### config.mk
export PLATFORM = sky130hd
export DESIGN_NAME = uart_rx_oversampler
export DESIGN_NICKNAME = d
export VERILOG_FILES = /design/src/rtl/uart_rx_oversampler.sv
export SDC_FILE = /design/constraint.sdc
export NUM_CORES = 1
export LEC_CHECK = 0
export ABC_AREA = 1
export BUFFER_PORTS_ARGS = -buffer_cell sky130_fd_sc_hd__buf_2
export CORE_MARGIN = 2
export CORE_UTILIZATION = 60
export DETAILED_ROUTE_END_ITERATION = 10
export PLACE_DENSITY = 0.81
export SYNTH_ARGS = -nofsm -noshare
export SYNTH_HDL_FRONTEND = slang
export SYNTH_SLANG_ARGS = --single-unit
### constraint.sdc
create_clock -name clk -period 5.6 [get_ports clk]
set_clock_uncertainty 0.1 [all_clocks]
set_input_delay 0.56 -clock clk [delete_from_list [all_inputs] [get_ports clk]]
set_output_delay 0.56 -clock clk [all_outputs]
set_load 0.01 [all_outputs]
### src/rtl/uart_rx_oversampler.sv
// UART RX data-sampling stage: takes 1, 3 or 5 samples of rx_in centred on
// the mid-bit edge count and majority-votes them into one bit, with a
// one-cycle valid strobe, a non-unanimous (noise) flag and an abort path.
module uart_rx_oversampler #(
    parameter int PRESCALE_W  = 6,
    parameter int MAX_SAMPLES = 5
) (
    input  logic                  clk,
    input  logic                  rst,
    input  logic                  sample_data_en,
    input  logic [PRESCALE_W-1:0] edge_cnt,
    input  logic [PRESCALE_W-1:0] prescale,
    input  logic [1:0]            sample_sel,
    input  logic                  rx_in,
    output logic                  sampled_bit,
    output logic                  sampled_valid,
    output logic                  noise_flag
);

    localparam logic [2:0]            MAX_N = 3'(MAX_SAMPLES);
    localparam logic [PRESCALE_W-1:0] PS_2  = PRESCALE_W'(2);
    localparam logic [PRESCALE_W-1:0] PS_4  = PRESCALE_W'(4);
    localparam logic [PRESCALE_W-1:0] PS_8  = PRESCALE_W'(8);

    typedef enum logic [1:0] {IDLE, COLLECT, VOTE} state_t;

    state_t                state, state_nxt;
    logic [2:0]            n_q, n_d;
    logic [2:0]            ones_q, ones_d;
    logic [2:0]            samp_q, samp_d;
    logic [PRESCALE_W-1:0] exp_q, exp_d;

    logic [2:0]            n_eff;
    logic [PRESCALE_W-1:0] centre;
    logic [PRESCALE_W-1:0] half;
    logic [PRESCALE_W-1:0] first_pos;
    logic                  start;
    logic                  bit_d, noise_d, valid_d;

    // Requested vote size, clamped to MAX_SAMPLES and shrunk until the
    // window fits inside the bit period; 0 means no sampling at all.
    function automatic logic [2:0] effective_count(
        input logic [1:0]            sel,
        input logic [PRESCALE_W-1:0] ps
    );
        logic [2:0] n;
        case (sel)
            2'b00:   n = 3'd1;
            2'b10:   n = 3'd5;
            default: n = 3'd3;
        endcase
        if (n > MAX_N)                n = MAX_N;
        if (n == 3'd5 && ps < PS_8)   n = 3'd3;
        if (n == 3'd3 && ps < PS_4)   n = 3'd1;
        if (n == 3'd1 && ps < PS_2)   n = 3'd0;
        return n;
    endfunction

    // Window geometry from the live prescale/sample_sel; only used at start.
    always_comb begin
        n_eff  = effective_count(sample_sel, prescale);
        centre = (prescale >> 1) - PRESCALE_W'(1);
        case (n_eff)
            3'd5:    half = PRESCALE_W'(2);
            3'd3:    half = PRESCALE_W'(1);
            default: half = '0;
        endcase
        first_pos = centre - half;
        start     = sample_data_en && (n_eff != 3'd0) && (edge_cnt == first_pos);
    end

    // State register.
    always_ff @(posedge clk or negedge rst) begin
        if (!rst) state <= IDLE;
        else      state <= state_nxt;
    end

    // Next-state and counter updates; an abort may restart in the same cycle.
    always_comb begin
        state_nxt = state;
        n_d       = n_q;
        ones_d    = ones_q;
        samp_d    = samp_q;
        exp_d     = exp_q;
        case (state)
            IDLE: begin
                if (start) begin
                    n_d       = n_eff;
                    ones_d    = {2'b00, rx_in};
                    samp_d    = 3'd1;
                    exp_d     = edge_cnt + PRESCALE_W'(1);
                    state_nxt = (n_eff == 3'd1) ? VOTE : COLLECT;
                end
            end
            COLLECT: begin
                if (sample_data_en && edge_cnt == exp_q) begin
                    ones_d    = ones_q + {2'b00, rx_in};
                    samp_d    = samp_q + 3'd1;
                    exp_d     = exp_q + PRESCALE_W'(1);
                    state_nxt = (samp_q + 3'd1 == n_q) ? VOTE : COLLECT;
                end else if (start) begin
                    n_d       = n_eff;
                    ones_d    = {2'b00, rx_in};
                    samp_d    = 3'd1;
                    exp_d     = edge_cnt + PRESCALE_W'(1);
                    state_nxt = (n_eff == 3'd1) ? VOTE : COLLECT;
                end else begin
                    n_d       = '0;
                    ones_d    = '0;
                    samp_d    = '0;
                    exp_d     = '0;
                    state_nxt = IDLE;
                end
            end
            VOTE: begin
                n_d       = '0;
                ones_d    = '0;
                samp_d    = '0;
                exp_d     = '0;
                state_nxt = IDLE;
            end
            default: begin
                n_d       = '0;
                ones_d    = '0;
                samp_d    = '0;
                exp_d     = '0;
                state_nxt = IDLE;
            end
        endcase
    end

    // Vote result, computed on the final sample so it lands with the strobe.
    always_comb begin
        valid_d = (state_nxt == VOTE);
        bit_d   = (ones_d > (n_d >> 1));
        noise_d = (ones_d != 3'd0) && (ones_d != n_d);
    end

    // Window counters.
    always_ff @(posedge clk or negedge rst) begin
        if (!rst) begin
            n_q    <= '0;
            ones_q <= '0;
            samp_q <= '0;
            exp_q  <= '0;
        end else begin
            n_q    <= n_d;
            ones_q <= ones_d;
            samp_q <= samp_d;
            exp_q  <= exp_d;
        end
    end

    // Registered outputs; bit and noise hold between votes.
    always_ff @(posedge clk or negedge rst) begin
        if (!rst) begin
            sampled_bit   <= 1'b1;
            sampled_valid <= 1'b0;
            noise_flag    <= 1'b0;
        end else begin
            sampled_valid <= valid_d;
            if (valid_d) begin
                sampled_bit <= bit_d;
                noise_flag  <= noise_d;
            end
        end
    end

endmodule

== After elaboration in Yosys (flattened, before gate mapping) ==
Index checks and enable logic that the tools add are counted.

* $add $sub $neg: 6
* $lt $le $gt $ge: 5
* Equality and inequality tests: 14
* Mux-type cells: 28
* Reduce and logical (&&, ||, !) cells: 11

{| class="wikitable"
|+ Operators by type and width
! operator !! count
|-
| 2-to-1 mux 3 bit || 11
|-
| one-hot mux 3 bit (2 select lines) || 4
|-
| 2-to-1 mux 6 bit || 3
|-
| adder 6 x 1 -> 6 bit, second input constant || 2
|-
| == test 6 bit || 2
|-
| one-hot mux 6 bit (2 select lines) || 1
|-
| 2-to-1 mux 2 bit || 5
|-
| one-hot mux 2 bit (2 select lines) || 2
|-
| logical AND 1 bit || 7
|-
| == test 3 x 1 -> 1 bit, second input constant || 2
|-
| == test 3 x 2 -> 1 bit, second input constant || 2
|-
| == test 3 bit, second input constant || 2
|-
| < comparator 6 x 2 -> 1 bit, second input constant || 1
|-
| < comparator 6 x 3 -> 1 bit, second input constant || 1
|-
| < comparator 6 x 4 -> 1 bit, second input constant || 1
|-
| nonzero test 3 bit || 2
|-
| subtractor 5 x 1 -> 6 bit, second input constant || 1
|-
| subtractor 6 bit || 1
|-
| == test 2 bit, second input constant || 2
|-
| zero test 2 bit || 2
|-
| adder 3 x 1 -> 3 bit || 1
|-
| adder 3 x 1 -> 3 bit, second input constant || 1
|-
| == test 3 bit || 1
|-
| greater-than comparator 3 x 2 -> 1 bit || 1
|-
| 5 further kinds || 6
|}

* Bits in registers: 20
* Input port bits: 18
* Output and inout port bits: 3
* Logic and storage cells: 72

== Longest topological paths before layout ==
Gate-level depths: netlist of run 1.

* Word-level depth: 23
* Depth in mapped cells: 25
* Depth with buffers taken out: 24

== Worst setup path after synthesis of run 1 ==
Ideal clock, no wire load.

* Path type: in2reg
* Start point: in prescale[4]
* End point: reg sampled_bit
* Library setup time: 83 ps
* Arrival: 3277 ps
* Data required time: 5417 ps
* Slack: 2140 ps
* Cell stages on the path: 23
* Path buffers: 1
* Cells stage by stage: nor2_1 -> nand2_1 -> nand2_1 -> o211ai_1 -> ha_1 -> inv_1 -> fa_1 -> nand2_1 -> nand3_1 -> nor2_1 -> nand2_1 -> nor2_4 -> nand3_2 -> buf_6 -> nand2_4 -> nand3_2 -> nand2_2 -> inv_1 -> ha_1 -> inv_1 -> o21bai_1 -> a21oi_1 -> a21oi_1

* Longest elaborated chain between the ends: 18
* Elaborated cells on any way between the ends: 36
* Classes of those cells: add/sub (2); order compare (4); eq/ne (7); mux (17); reduce/logical (6)

{| class="wikitable"
|+ Ends and longest elaborated chain
! what !! line !! source
|-
| from (decl) || 12 || <nowiki>input logic [PRESCALE_W-1:0] prescale,</nowiki>
|-
| < comparator 6 x 4 -> 1 bit || 53 || <nowiki>if (n == 3'd5 && ps < PS_8) n = 3'd3;</nowiki>
|-
| logical AND 1 bit || 53 ||
|-
| 2-to-1 mux 3 bit || 53 ||
|-
| == test 3 x 2 -> 1 bit || 54 || <nowiki>if (n == 3'd3 && ps < PS_4) n = 3'd1;</nowiki>
|-
| logical AND 1 bit || 54 ||
|-
| 2-to-1 mux 3 bit || 54 ||
|-
| == test 3 x 1 -> 1 bit || 55 || <nowiki>if (n == 3'd1 && ps < PS_2) n = 3'd0;</nowiki>
|-
| logical AND 1 bit || 55 ||
|-
| [3 not listed] || - ||
|-
| subtractor 6 bit || 68 || <nowiki>first_pos = centre - half;</nowiki>
|-
| == test 6 bit || 69 || <nowiki>start = sample_data_en && (n_eff != 3'd0) && (edge_cnt == first_pos);</nowiki>
|-
| logical AND 1 bit || 69 ||
|-
| 2-to-1 mux 3 bit || 101 || <nowiki>end else if (start) begin</nowiki>
|-
| 2-to-1 mux 3 bit || 96 || <nowiki>if (sample_data_en && edge_cnt == exp_q) begin</nowiki>
|-
| one-hot mux 3 bit (2 select lines) * || 85 || <nowiki>case (state)</nowiki>
|-
| net n_d[2] || 28 || <nowiki>logic [2:0] n_q, n_d;</nowiki>
|-
| greater-than comparator 3 x 2 -> 1 bit * || 135 || <nowiki>bit_d = (ones_d > (n_d >> 1));</nowiki>
|-
| to (signal assigned) || 163 || <nowiki>sampled_bit <= bit_d;</nowiki>
|-
| to (decl) || 15 || <nowiki>output logic sampled_bit,</nowiki>
|}

Mark *: on every way through the listed nets, which the timed path passes. The rest lies on a longest branch.
A chain may end at the register's enable or synchronous reset.

== Worst setup path in the final report of run 1 ==
Same ends and word-level chain as after synthesis.

==> results.cfg, run 1 <==
[sta]
rsz0062_at_grt = no
period_minus_slack_ps = 3840
setup_slack_ps = 1760
final-max-slew-violation-count = 0
max_freq_ghz = 0.260
hold_viol = 0
tns_ps = 0
period_share = 0.686
setup-violations-final = 0
slew_headroom = 0.386
tightest_slew_ps = 917

[placed_design]
place_ws_ps = 1440
routabilityCongestion = 0.910
hpwl_mm = 3.84
placed_cells = 381
io_buffers = 19

[clock_network]
clockRootBuffer = clkbuf_4
post-cts-setup-buffers = 0
clock-sinks = 20
cts_tree = yes
postCtsResizedCells = 0
cts_buffers = 3
holdBufCountCts = 0
insertion_delay_ps = 290
clk_pin_slew_ps = 110
cts_buffer_depth = 2
htreeDepth = 1

[power]
combPwrFrac = 0.495
p_leak_uw = 0.00120
p_per_area_nw_per_um2 = 264
internal_power_uw = 315
power.total_uw = 574
p_sw_frac = 0.451
vdd_ir_drop_max_uv = 228
pwr-share-seq = 0.384
clockPowerShare = 0.121
switching_power_uw = 259

[critical_path]
cp_cell_sequence = buf_2 > nor2_1 > nand2_1 > nand2_1 > o211ai_1 > ha_1 > inv_1 > fa_1 > nand2_1 > nand3_1 > nor2_1 > nand2_1 > nor2_4 > nand3_2 > nand2_4 > nand3_2 > nand2_2 > inv_1 > ha_1 > inv_1 > o21bai_1 > a21oi_1 > a21oi_1
start_kind = input pin
max_stage_delay_ps = 450
slowest_stage = fa_1
endpoint_kind = flop
path_class = input pin to flop
critPathMaxFanout = 12
cp_num_buf_inv = 4
path_common_cell = nand2_1
cp_data_arrival_time_ps = 3970
cp_top_family = simple AND/OR/NAND/NOR gates
cp.required_ps = 5730

[finish]
fill_cells = 309
final_cell_mix = 100 x nand2_1, 44 x inv_1, 29 x nand3_1
layout_commonest_cell = nand2_1
multi_input_area_um2 = 1290
drive_gt1_frac = 0.150
nNetsFinal = 368
layout.area.seq_um2 = 502
stdcell_count = 385
antennaDiodeCount = 0
area_growth_pct = 6.76

[grt]
grt_pass1_wl_mm = 8.47
grt_pass1_vias = 1903
grt_max_degree = 21
grt_antenna_before_repair = 0
grt_usage = 0.265
grt-ovfl-total = 0

[synthesis]
ys_warn_count = 0
ys_seq_area_frac = 0.247
synthCells = 320
synthArstFlopShare = 1.00
synth-edff-count = 0
netlist_area_um2 = 2030
synth_flop_cell = dfrtp_1
syn_avg_cell_area_um2 = 6.36
ys_seq_elements = 20
yosys.cell_types.count = 33
synth_nets = 348

[floorplan]
die_h_um = 62.2
chipWidth_um = 62.2
die-area_um2 = 3870
initial_utilization = 0.619
rows = 21
coreArea_um2 = 3280
ios = 21

[drt]
wire_per_inst_um = 12.6
detail_route.iter0.violations = 200
avgViaCountPerCell = 5.56
drt_pre_antenna_iters = 5
wirelength_mm = 4.85
vias = 2142
antenna_left = 0
drc = 0

[hold_path]
hold_path.class = input pin to async pin

[outcome]
status = finished, final reports clean

[flow_run]
maxCapViolCount = 0
worst reg2reg max path, stage by stage (launching register included):
cell     delay [ps]
dfrtp_1         410
nor2_1          720
inv_1           170
nand2_1         170
nand3_1         110
nand2_1         100
nor2_2           60
ha_1            260
nand2_1          50
a21oi_1         160
a21oi_1          90
cells in the mapped netlist (3+ instances only):
library cell	instances	share of area
ha_1	9	0.055
nand3_2	6	0.030
nand2_1	100	0.18
dfrtp_1	19	0.23
nor2_1	24	0.044
xor2_1	6	0.026
inv_2	8	0.015
o21ai_0	20	0.049
nand4_1	10	0.031
nand2_2	7	0.022
a21oi_1	5	0.012
nand3_1	29	0.071
o211ai_1	5	0.018
a31oi_1	3	0.0092
inv_1	44	0.081
power by group through the flow:
stage | Clock (µW) | Combinational, µW | Sequential [µW]
global route | 80.1 | 325 | 225
CTS | 70.8 | 282 | 220
floorplan | 0 | 220 | 213
detailed placement | 0 | 281 | 222
global placement | 0 | 276 | 222
finish | 69.8 | 284 | 220
final timing paths:
check | from | to | slack (ps) | cells past startpoint
max in group asynchronous | rst | sampled_bit | 4970 | 1
worst min-delay path | rst | exp_q[3] | 90 | 1
worst max-delay path | prescale[4] | sampled_bit | 1760 | 23
worst min register to register | noise_flag | noise_flag | 390 | 2
min in group clk | noise_flag | noise_flag | 390 | 2
worst max register to register | state[0] | sampled_bit | 3140 | 10
stage by stage:
stage | util | hold slack [ps] | cell area [µm²]
floorplan | - | 164 | 2030
global placement | 0.653 | 367 | 2150
detailed placement | 0.653 | 368 | 2150
CTS | 0.661 | 109 | 2170
global route | 0.661 | 117 | 2170
finish | 0.661 | 89.1 | 2170
metal layers:
metal | vias to the layer above | global-route usage | wire, µm
met5 | - | 0 | 0
met4 | 0 | 0.0694 | 81
met3 | 10 | 0.0399 | 268
met2 | 67 | 0.431 | 2280
met1 | 994 | 0.372 | 2210
li1 | 1071 | - | -
layout make-up:
cell class | count | share of cell area
Multi-Input combinational cell | 243 | 0.595
Sequential cell | 20 | 0.231
Inverter | 53 | 0.0916
Timing Repair Buffer | 19 | 0.0438
Tap cell | 46 | 0.0265
Clock buffer | 4 | 0.0121
state kept, by name (all words and copies together), names as in the netlist:
signal	flops
samp_q	3
ones_q	3
exp_q	6
sampled_valid	1
n_q	3
state	2
sampled_bit	1
noise_flag	1
cell families (layout without fill, tap and decap cells):
group,Yosys count,in the layout,synth area share
buffers and inverters,57,76,0.118
adders and majority gates,10,10,0.0652
DFF,20,20,0.247
xor gates and xnor gates,8,8,0.0344
AOI/OAI and AO/OA,41,41,0.119
and+or+nand+nor,184,184,0.417
Power figures use the tool's default switching activity.
==> run 2, diff against run 1 <==
CORE_UTILIZATION = 54   (was 60)
PLACE_DENSITY = 0.77   (was 0.81)
clock period = 3.2 ns   (was 5.6 ns; I/O delays follow)
==> results.cfg, run 2 (synthesis results as in run 1) <==
[finish]
layout.area.seq_um2 = 502
nNetsFinal = 394
final_cell_mix = 94 x nand2_1, 41 x inv_1, 28 x nand3_1
fill_cells = 342
layout_commonest_cell = nand2_1
drive_gt1_frac = 0.268
largest_register = exp_q
area_growth_pct = 23.7
antennaDiodeCount = 0
largest_reg_flops = 6
final_cell_area_um2 = 2520
multi_input_area_um2 = 1370

[critical_path]
cp_data_arrival_time_ps = 3200
reg2reg_slack_ps = 870
slowest_stage = fa_2
path_class = input pin to flop
critPathMaxFanout = 4
endpoint_kind = flop
rr_startpoint = state[0]
cp_num_buf_inv = 4
cp_cell_sequence = buf_8 > nor2_4 > nand2_2 > nand2_2 > o211ai_1 > ha_2 > inv_2 > fa_2 > nand2_2 > nand3_2 > nor2_2 > nand2_2 > nor2_4 > nand4_1 > nand2_1 > nand2_2 > nand2_2 > inv_2 > ha_4 > inv_2 > o21bai_1 > a21oi_2 > a21oi_2
startpoint = prescale[5]
path_common_cell = nand2_2
max_stage_delay_ps = 470
cp_top_family = simple AND/OR/NAND/NOR gates
start_kind = input pin
cp.required_ps = 3310

[drt]
vias = 2223
antenna_left = 0
avgViaCountPerCell = 5.38
wirelength_mm = 5.30
wire_per_inst_um = 12.8
detail_route.iter0.violations = 226
drt_pre_antenna_iters = 4
drc = 0

[grt]
grt-ovfl-total = 0
grt_max_degree = 21
grt_pass1_vias = 2072
grt_pass1_wl_mm = 8.97
grt_usage = 0.269
grt_antenna_before_repair = 0

[clock_network]
cts_buffer_depth = 2
htreeDepth = 1
cts_tree = yes
insertion_delay_ps = 270
clock-sinks = 20
cts_buffers = 3
clk_pin_slew_ps = 80
clockRootBuffer = clkbuf_8

[sta]
tightest_slew_ps = 473
period_share = 0.966
hold_viol = 0
setup-violations-final = 0
rsz0062_at_grt = yes
max_freq_ghz = 0.324
slew_headroom = 0.684
period_minus_slack_ps = 3090
final-max-slew-violation-count = 0
tns_ps = 0

[floorplan]
die-area_um2 = 4270
ios = 21
coreArea_um2 = 3630
die_h_um = 65.4
initial_utilization = 0.560
chipWidth_um = 65.4
rows = 22

[flow_run]
maxCapViolCount = 0

[hold_path]
min_from = rx_in
hold_path.class = input pin to flop

[placed_design]
io_buffers = 19
routabilityCongestion = 0.907
hpwl_mm = 4.11
placed_cell_area_um2 = 2320

[power]
p_sw_frac = 0.412
p_leak_uw = 0.00136
p_per_area_nw_per_um2 = 486
internal_power_uw = 719
vdd_ir_drop_max_uv = 354
pwr-share-seq = 0.317
clockPowerShare = 0.215
combPwrFrac = 0.469
switching_power_uw = 504

[outcome]
status = finished, final reports clean
==> run 2: changes by cell type in the layout (fill, tap and decap cells not counted), sizes merged <==
cell / delta
buf: +25
clkbuf: -1
dlygate4sd3: +1
bufinv: +1
==> run 2: metal layers <==
layer	GRT usage	part of all wire	routed length, µm
met4	0.104	0.025	131
met1	0.368	0.46	2410
met5	0	0	0
met2	0.427	0.46	2460
met3	0.0428	0.055	293
==> run 2: tightest hold or removal path, cell delays in order <==
cell and delay (ps):
buf_2 100, nand3_1 100, nand3_1 110
==> run 2: what timing repair did <==
item,in CTS,in global routing
setup endpoints to repair,1,7
pin swaps,3,19
hold endpoints to repair,19,0
gates resized for setup,2,28
setup buffers,1,2
hold buffers,1,0
==> run 2: final timing paths <==
kind | endpoint | cells past startpoint
max | sampled_bit | 23
min | ones_q[0] | 3
max reg2reg | sampled_bit | 11
min reg2reg | noise_flag | 2
max in group asynchronous | sampled_bit | 2
min in group asynchronous | ones_q[2] | 2
==> run 2: metrics by stage <==
step	total power [µW]	util	hold slack [ps]	instances	setup WS, ps
final	1220	0.692	308	413	110
after global placement	900	0.637	198	405	-188
after CTS	1180	0.664	277	411	11.7
after global routing	1320	0.692	342	413	-102
after detailed placement	913	0.637	201	405	-292
after floorplan	757	-	-75.6	320	27.8
==> run 2: power by group through the flow <==
stage	clock network (µW)	logic, µW	registers, µW
after floorplan	0	385	372
after CTS	264	529	385
after global routing	272	653	395
final	262	573	387
after detailed placement	0	523	389
after global placement	0	511	389
==> run 2: layout make-up <==
cell class / instances / area share
multi-input combinational: 243 / 0.545
sequential: 20 / 0.199
timing repair buffer: 45 / 0.124
inverter: 53 / 0.0791
tap: 48 / 0.0239
clock buffer: 3 / 0.0164
clock inverter: 1 / 0.0119
